`config.mk`:
```
export PLATFORM = sky130hd
export DESIGN_NAME = inst_buffer
export DESIGN_NICKNAME = d
export VERILOG_FILES = /design/src/rtl/inst_buffer_pkg.sv /design/src/rtl/inst_buffer.sv
export SDC_FILE = /design/constraint.sdc
export NUM_CORES = 1
export LEC_CHECK = 0
export ABC_AREA = 1
export CAP_MARGIN = 20
export CORE_MARGIN = 1
export CORE_UTILIZATION = 45
export CTS_BUF_LIST = sky130_fd_sc_hd__clkbuf_4 sky130_fd_sc_hd__clkbuf_8
export DETAILED_ROUTE_END_ITERATION = 10
export PLACE_DENSITY = 0.63
export SLEW_MARGIN = 20
export SYNTH_ARGS = -nofsm -noshare
export SYNTH_HDL_FRONTEND = slang
export SYNTH_SLANG_ARGS = --single-unit
```
`constraint.sdc`:
```
create_clock -name clock -period 8.61 [get_ports clock]
set_input_delay 0.861 -clock clock [delete_from_list [all_inputs] [get_ports clock]]
set_output_delay 0.861 -clock clock [all_outputs]
set_load 0.01 [all_outputs]
```
`src/rtl/inst_buffer_pkg.sv`:
```
// Shared types for the fetch -> instruction buffer -> dispatch interface.
// Holds the packet layouts and the default buffer depth.
package inst_buffer_pkg;

  localparam int XLEN             = 32;
  localparam int IB_DEPTH_DEFAULT = 8;

  // Fetch-side packet as produced by the fetch stage.
  typedef struct packed {
    logic [XLEN-1:0] inst;
    logic [XLEN-1:0] pc;
    logic [XLEN-1:0] npc;
    logic            valid;
  } if_ib_packet_t;

  // Dispatch-side view of the oldest buffered instruction.
  typedef struct packed {
    logic [XLEN-1:0] inst;
    logic [XLEN-1:0] pc;
    logic [XLEN-1:0] pred_npc;
    logic            pred_taken;
    logic            valid;
  } ib_dp_packet_t;

  // Stored entry: the dispatch packet minus valid, which is implied by occupancy.
  typedef struct packed {
    logic [XLEN-1:0] inst;
    logic [XLEN-1:0] pc;
    logic [XLEN-1:0] pred_npc;
    logic            pred_taken;
  } ib_entry_t;

  function automatic ib_entry_t make_entry(input if_ib_packet_t pkt,
                                           input logic          taken,
                                           input logic [XLEN-1:0] npc);
    ib_entry_t e;
    e.inst       = pkt.inst;
    e.pc         = pkt.pc;
    e.pred_npc   = npc;
    e.pred_taken = taken;
    return e;
  endfunction

  function automatic ib_dp_packet_t to_dp_packet(input ib_entry_t e, input logic valid);
    ib_dp_packet_t p;
    p.inst       = e.inst;
    p.pc         = e.pc;
    p.pred_npc   = e.pred_npc;
    p.pred_taken = e.pred_taken;
    p.valid      = valid;
    return p;
  endfunction

endpackage

```
`src/rtl/inst_buffer.sv`:
```
// Instruction buffer between fetch and dispatch: circular FIFO with wrap-bit pointers,
// first-word-fall-through head, full back-pressure and single-cycle squash.
module inst_buffer
  import inst_buffer_pkg::*;
#(
  parameter  int IB_DEPTH = IB_DEPTH_DEFAULT,
  localparam int CNT_W    = $clog2(IB_DEPTH) + 1
) (
  input  logic              clock,
  input  logic              reset,
  input  if_ib_packet_t     if_ib_packet,
  input  logic              bp_taken,
  input  logic [XLEN-1:0]   bp_npc,
  input  logic              squash,
  input  logic              dp_ready,
  output ib_dp_packet_t     ib_dp_packet,
  output logic              ib_full,
  output logic              ib_empty,
  output logic [CNT_W-1:0]  ib_count
);

  localparam int IDX_W = CNT_W - 1;

  ib_entry_t        entries_q [IB_DEPTH];
  ib_entry_t        wr_entry;
  logic [CNT_W-1:0] head_q, head_d;
  logic [CNT_W-1:0] tail_q, tail_d;
  logic [IDX_W-1:0] head_idx, tail_idx;
  logic             enq, deq, wr_en;

  // The fetch-side NPC is superseded by the predictor's bp_npc.
  logic unused_fetch_npc;
  assign unused_fetch_npc = ^if_ib_packet.npc;

  assign head_idx = head_q[IDX_W-1:0];
  assign tail_idx = tail_q[IDX_W-1:0];

  // Status is decoded from registered pointers only, so a dequeue never frees a slot
  // for an enqueue in the same cycle.
  assign ib_empty = (head_q == tail_q);
  assign ib_full  = (head_idx == tail_idx) && (head_q[CNT_W-1] != tail_q[CNT_W-1]);
  assign ib_count = tail_q - head_q;

  assign enq   = if_ib_packet.valid && !ib_full;
  assign deq   = dp_ready && !ib_empty;
  assign wr_en = enq && !squash;

  always_comb begin
    wr_entry = make_entry(if_ib_packet, bp_taken, bp_npc);
  end

  // NOTE: every variable assigned in always_comb gets a default first so no latch is inferred.
  always_comb begin
    head_d = head_q;
    tail_d = tail_q;
    if (squash) begin
      head_d = '0;
      tail_d = '0;
    end else begin
      if (deq) head_d = head_q + CNT_W'(1);
      if (enq) tail_d = tail_q + CNT_W'(1);
    end
  end

  // NOTE: state updates use non-blocking assignments so every flop samples pre-edge values.
  always_ff @(posedge clock or posedge reset) begin
    if (reset) begin
      head_q <= '0;
      tail_q <= '0;
    end else begin
      head_q <= head_d;
      tail_q <= tail_d;
    end
  end

  // NOTE: the storage array has no reset; its contents are meaningless until the pointers
  // cover them, and leaving reset off lets it map onto plain RAM.
  always_ff @(posedge clock) begin
    if (wr_en) entries_q[tail_idx] <= wr_entry;
  end

  always_comb begin
    ib_dp_packet = to_dp_packet(entries_q[head_idx], !ib_empty);
  end

  a_full_matches_count : assert property (@(posedge clock) disable iff (reset)
    ib_full == (ib_count == CNT_W'(IB_DEPTH)));
  a_empty_matches_count : assert property (@(posedge clock) disable iff (reset)
    ib_empty == (ib_count == '0));

endmodule

```
==> impl_metrics.toml <==
[clock_network]
clock_latency_ps = 750
path_clk_slew_ps = 60
postCtsSetupBuffers = 0
clock_path_buffers = 3
clock-sinks = 784
cts_buffers = 133
cts_hold_buffers = 0
cts-root-buf = "clkbuf_8"
cts_resized = 0
cts_tree = "built"
cts_max_level = 4

[setup_path]
crit_fanout = 86
cp_num_buf_inv = 4
cpMostUsedCell = "nand2_1"
cpMaxStageDelayCell = "buf_4"
max_stage_delay_ps = 760
worstSetupPathType = "reg -> out"
required_ps = 7750
cp-end-kind = "primary output"
cpLargestDelayFamily = "buffers and inverters"
crit_chain = "inv_6 -> buf_4 -> buf_4 -> nor2_1 -> o21ai_0 -> nand2_1 -> nand2_1 -> nand2_1 -> clkdlybuf4s50_1"
crit_arrival_ps = 4710
critPathLaunchType = "register"

[place]
dp_cells = 3684
dp_slack_ps = 3740
gp_congestion = 0.781
hpwl_um = 34700
postPlaceCellArea_um2 = 34200
port_buffers = 205

[power_and_ir_drop]
powerDensity_nw_per_um2 = 242
p_leak_nw = 13.2
ir_worst_vdd_mv = 0.119
finalPower_mw = 8.89

[grt]
first_global_vias = 20200
grt_pass1_wl_um = 113000
grtUsageMet2 = 0.357
grt.overflow.total = 0
use_met1 = 0.265
use_met3 = 0.0506
grt_max_degree = 191
track_usage = 0.211
grt-busiest-layer = "met2"
antenna_found_initial = 11

[timing]
fin_crit_ps = 5570
skew_ps = 25.7
fin_ws_ps = 3040
slew_viol_final = 0
worstMarginPinSlew_ps = 1050
rsz0062_at_grt = "false"
holdWs_ps = 374
finalHoldViolCount = 0
period_share = 0.646
fmax_ghz = 0.180
finalSetupTns_ps = 0
report.final.setup_viol = 0
maxSlewHeadroom = 0.295

[floorplan]
num_io_pins = 238
initial_core_util = 0.456
chipWidth_um = 266
coreArea_um2 = 68800
fp.dieH_um = 266
dieArea_um2 = 70800
rows = 96

[logic_synthesis]
syn_avg_cell_area_um2 = 11.7
synth_area_um2 = 31400
yosysWarnings = 0
netlist_instances = 2682
postSynthRegisterBits = 784
synthTopCellsByArea = "edfxtp_1, nor2_1, nand2_1, o21ai_0, buf_2"
synth_top_cell_by_area = "edfxtp_1"
synth_nets = 2822
synth_top_area_frac = 0.743
synth.distinct_cells = 22
ys_seq_area_frac = 0.749

[cells_and_area]
stdcell_count = 3922
final_cell_area_um2 = 36800
drive_gt1_frac = 0.0784
synthToLayoutAreaGrowth_pct = 17.2
postLayoutCoreUtil = 0.534
nNetsFinal = 3028

[drt]
drtIter0Drc = 1394
drt-total-wl_um = 73800
via_per_inst = 5.11
vias = 20100
routedWlPerCell_um = 18.8
postRouteAntennaNets = 0
route.detailed.drc = 0
first_pass_iters = 5

[flow_run]
cap_violations = 0

[min_path]
hp-class = "in -> async"

[run_status]
status = "completed"
==> layout make-up <==
cell class | count | area [µm²]
repair buffers | 225 | 2310
well taps | 931 | 1160
flip-flops and latches | 784 | 23500
fillers | 5652 | 32100
clock inverters | 63 | 403
diodes | 5 | 12.5
clock buffers | 170 | 2140
inverters | 15 | 71.3
multi-input cells | 1729 | 7150
==> cells by family (layout without fill, tap and decap cells) <==
family                   after synthesis  after routing  synth area share
AND/OR/NAND/NOR                     1332           1332             0.161
XOR/XNOR                               3              3          0.000838
flip-flops                           784            784             0.749
buffers and inverters                169            473            0.0250
AO/OA/AOI/OAI                        388            388            0.0619
adder cells (fa/ha/maj)                6              6           0.00263
other                                  0              5                 0
==> report_power, final <==
group	internal, mW	total, mW	leakage, nW	switching (mW)
logic	0.534	1.42	4.74	0.891
clock network	1.75	3.17	1.33	1.43
registers	4.26	4.29	7.11	0.0312
==> registers in the layout (all words and copies together) (netlist names) <==
register and cells:
tail_q 4, entries_q 776, head_q 4
==> synth_stat cells <==
cell type	count
nor2_1	788
edfxtp_1	776
nand2_1	520
o21ai_0	360
buf_2	71
clkbuf_1	56
o21ai_1	28
clkbuf_2	18
nand3_1	14
inv_1	11
nand4_1	9
dfrtp_1	8
ha_1	5
buf_6	4
buf_1	3
inv_2	3
buf_4	2
xor2_1	2
clkinv_1	1
fa_1	1
or2_2	1
xnor2_1	1
==> cells in the final DEF (no fill, tap or decap), types with 8 or more instances in the layout <==
cell             Yosys  layout
buf_12               0       9
o21ai_1             28      28
clkinv_1             1      35
nand2_1            520     520
clkinv_2             0      16
nor2_4               0       8
inv_1               11      11
nand4_1              9       9
buf_4                2      11
clkbuf_8             0     138
edfxtp_1           776     776
o21ai_0            360     360
clkbuf_4             0      32
clkdlybuf4s50_1      0     205
nand3_1             14      14
nor2_1             788     780
==> final timing paths <==
kind	slack, ps	endpoint	cells after the start	startpoint
min in group clock	590	head_q[3]	2	head_q[3]
worst min register to register	590	head_q[3]	2	head_q[3]
max in group asynchronous	7920	head_q[1]	2	reset
worst min-delay path	370	tail_q[2]	2	reset
worst max-delay path	3040	ib_dp_packet[88]	9	head_q[1]
worst max register to register	4060	entries_q[5][95]	8	head_q[1]
==> metal layers <==
metal | part of all wire | wire (µm) | vias up
met5 | 0.0012 | 85 | -
li1 | - | - | 9629
met2 | 0.50 | 36600 | 481
met4 | 0.019 | 1430 | 12
met3 | 0.055 | 4080 | 125
met1 | 0.43 | 31600 | 9811
No activity file was read; power rests on OpenSTA's default activity.
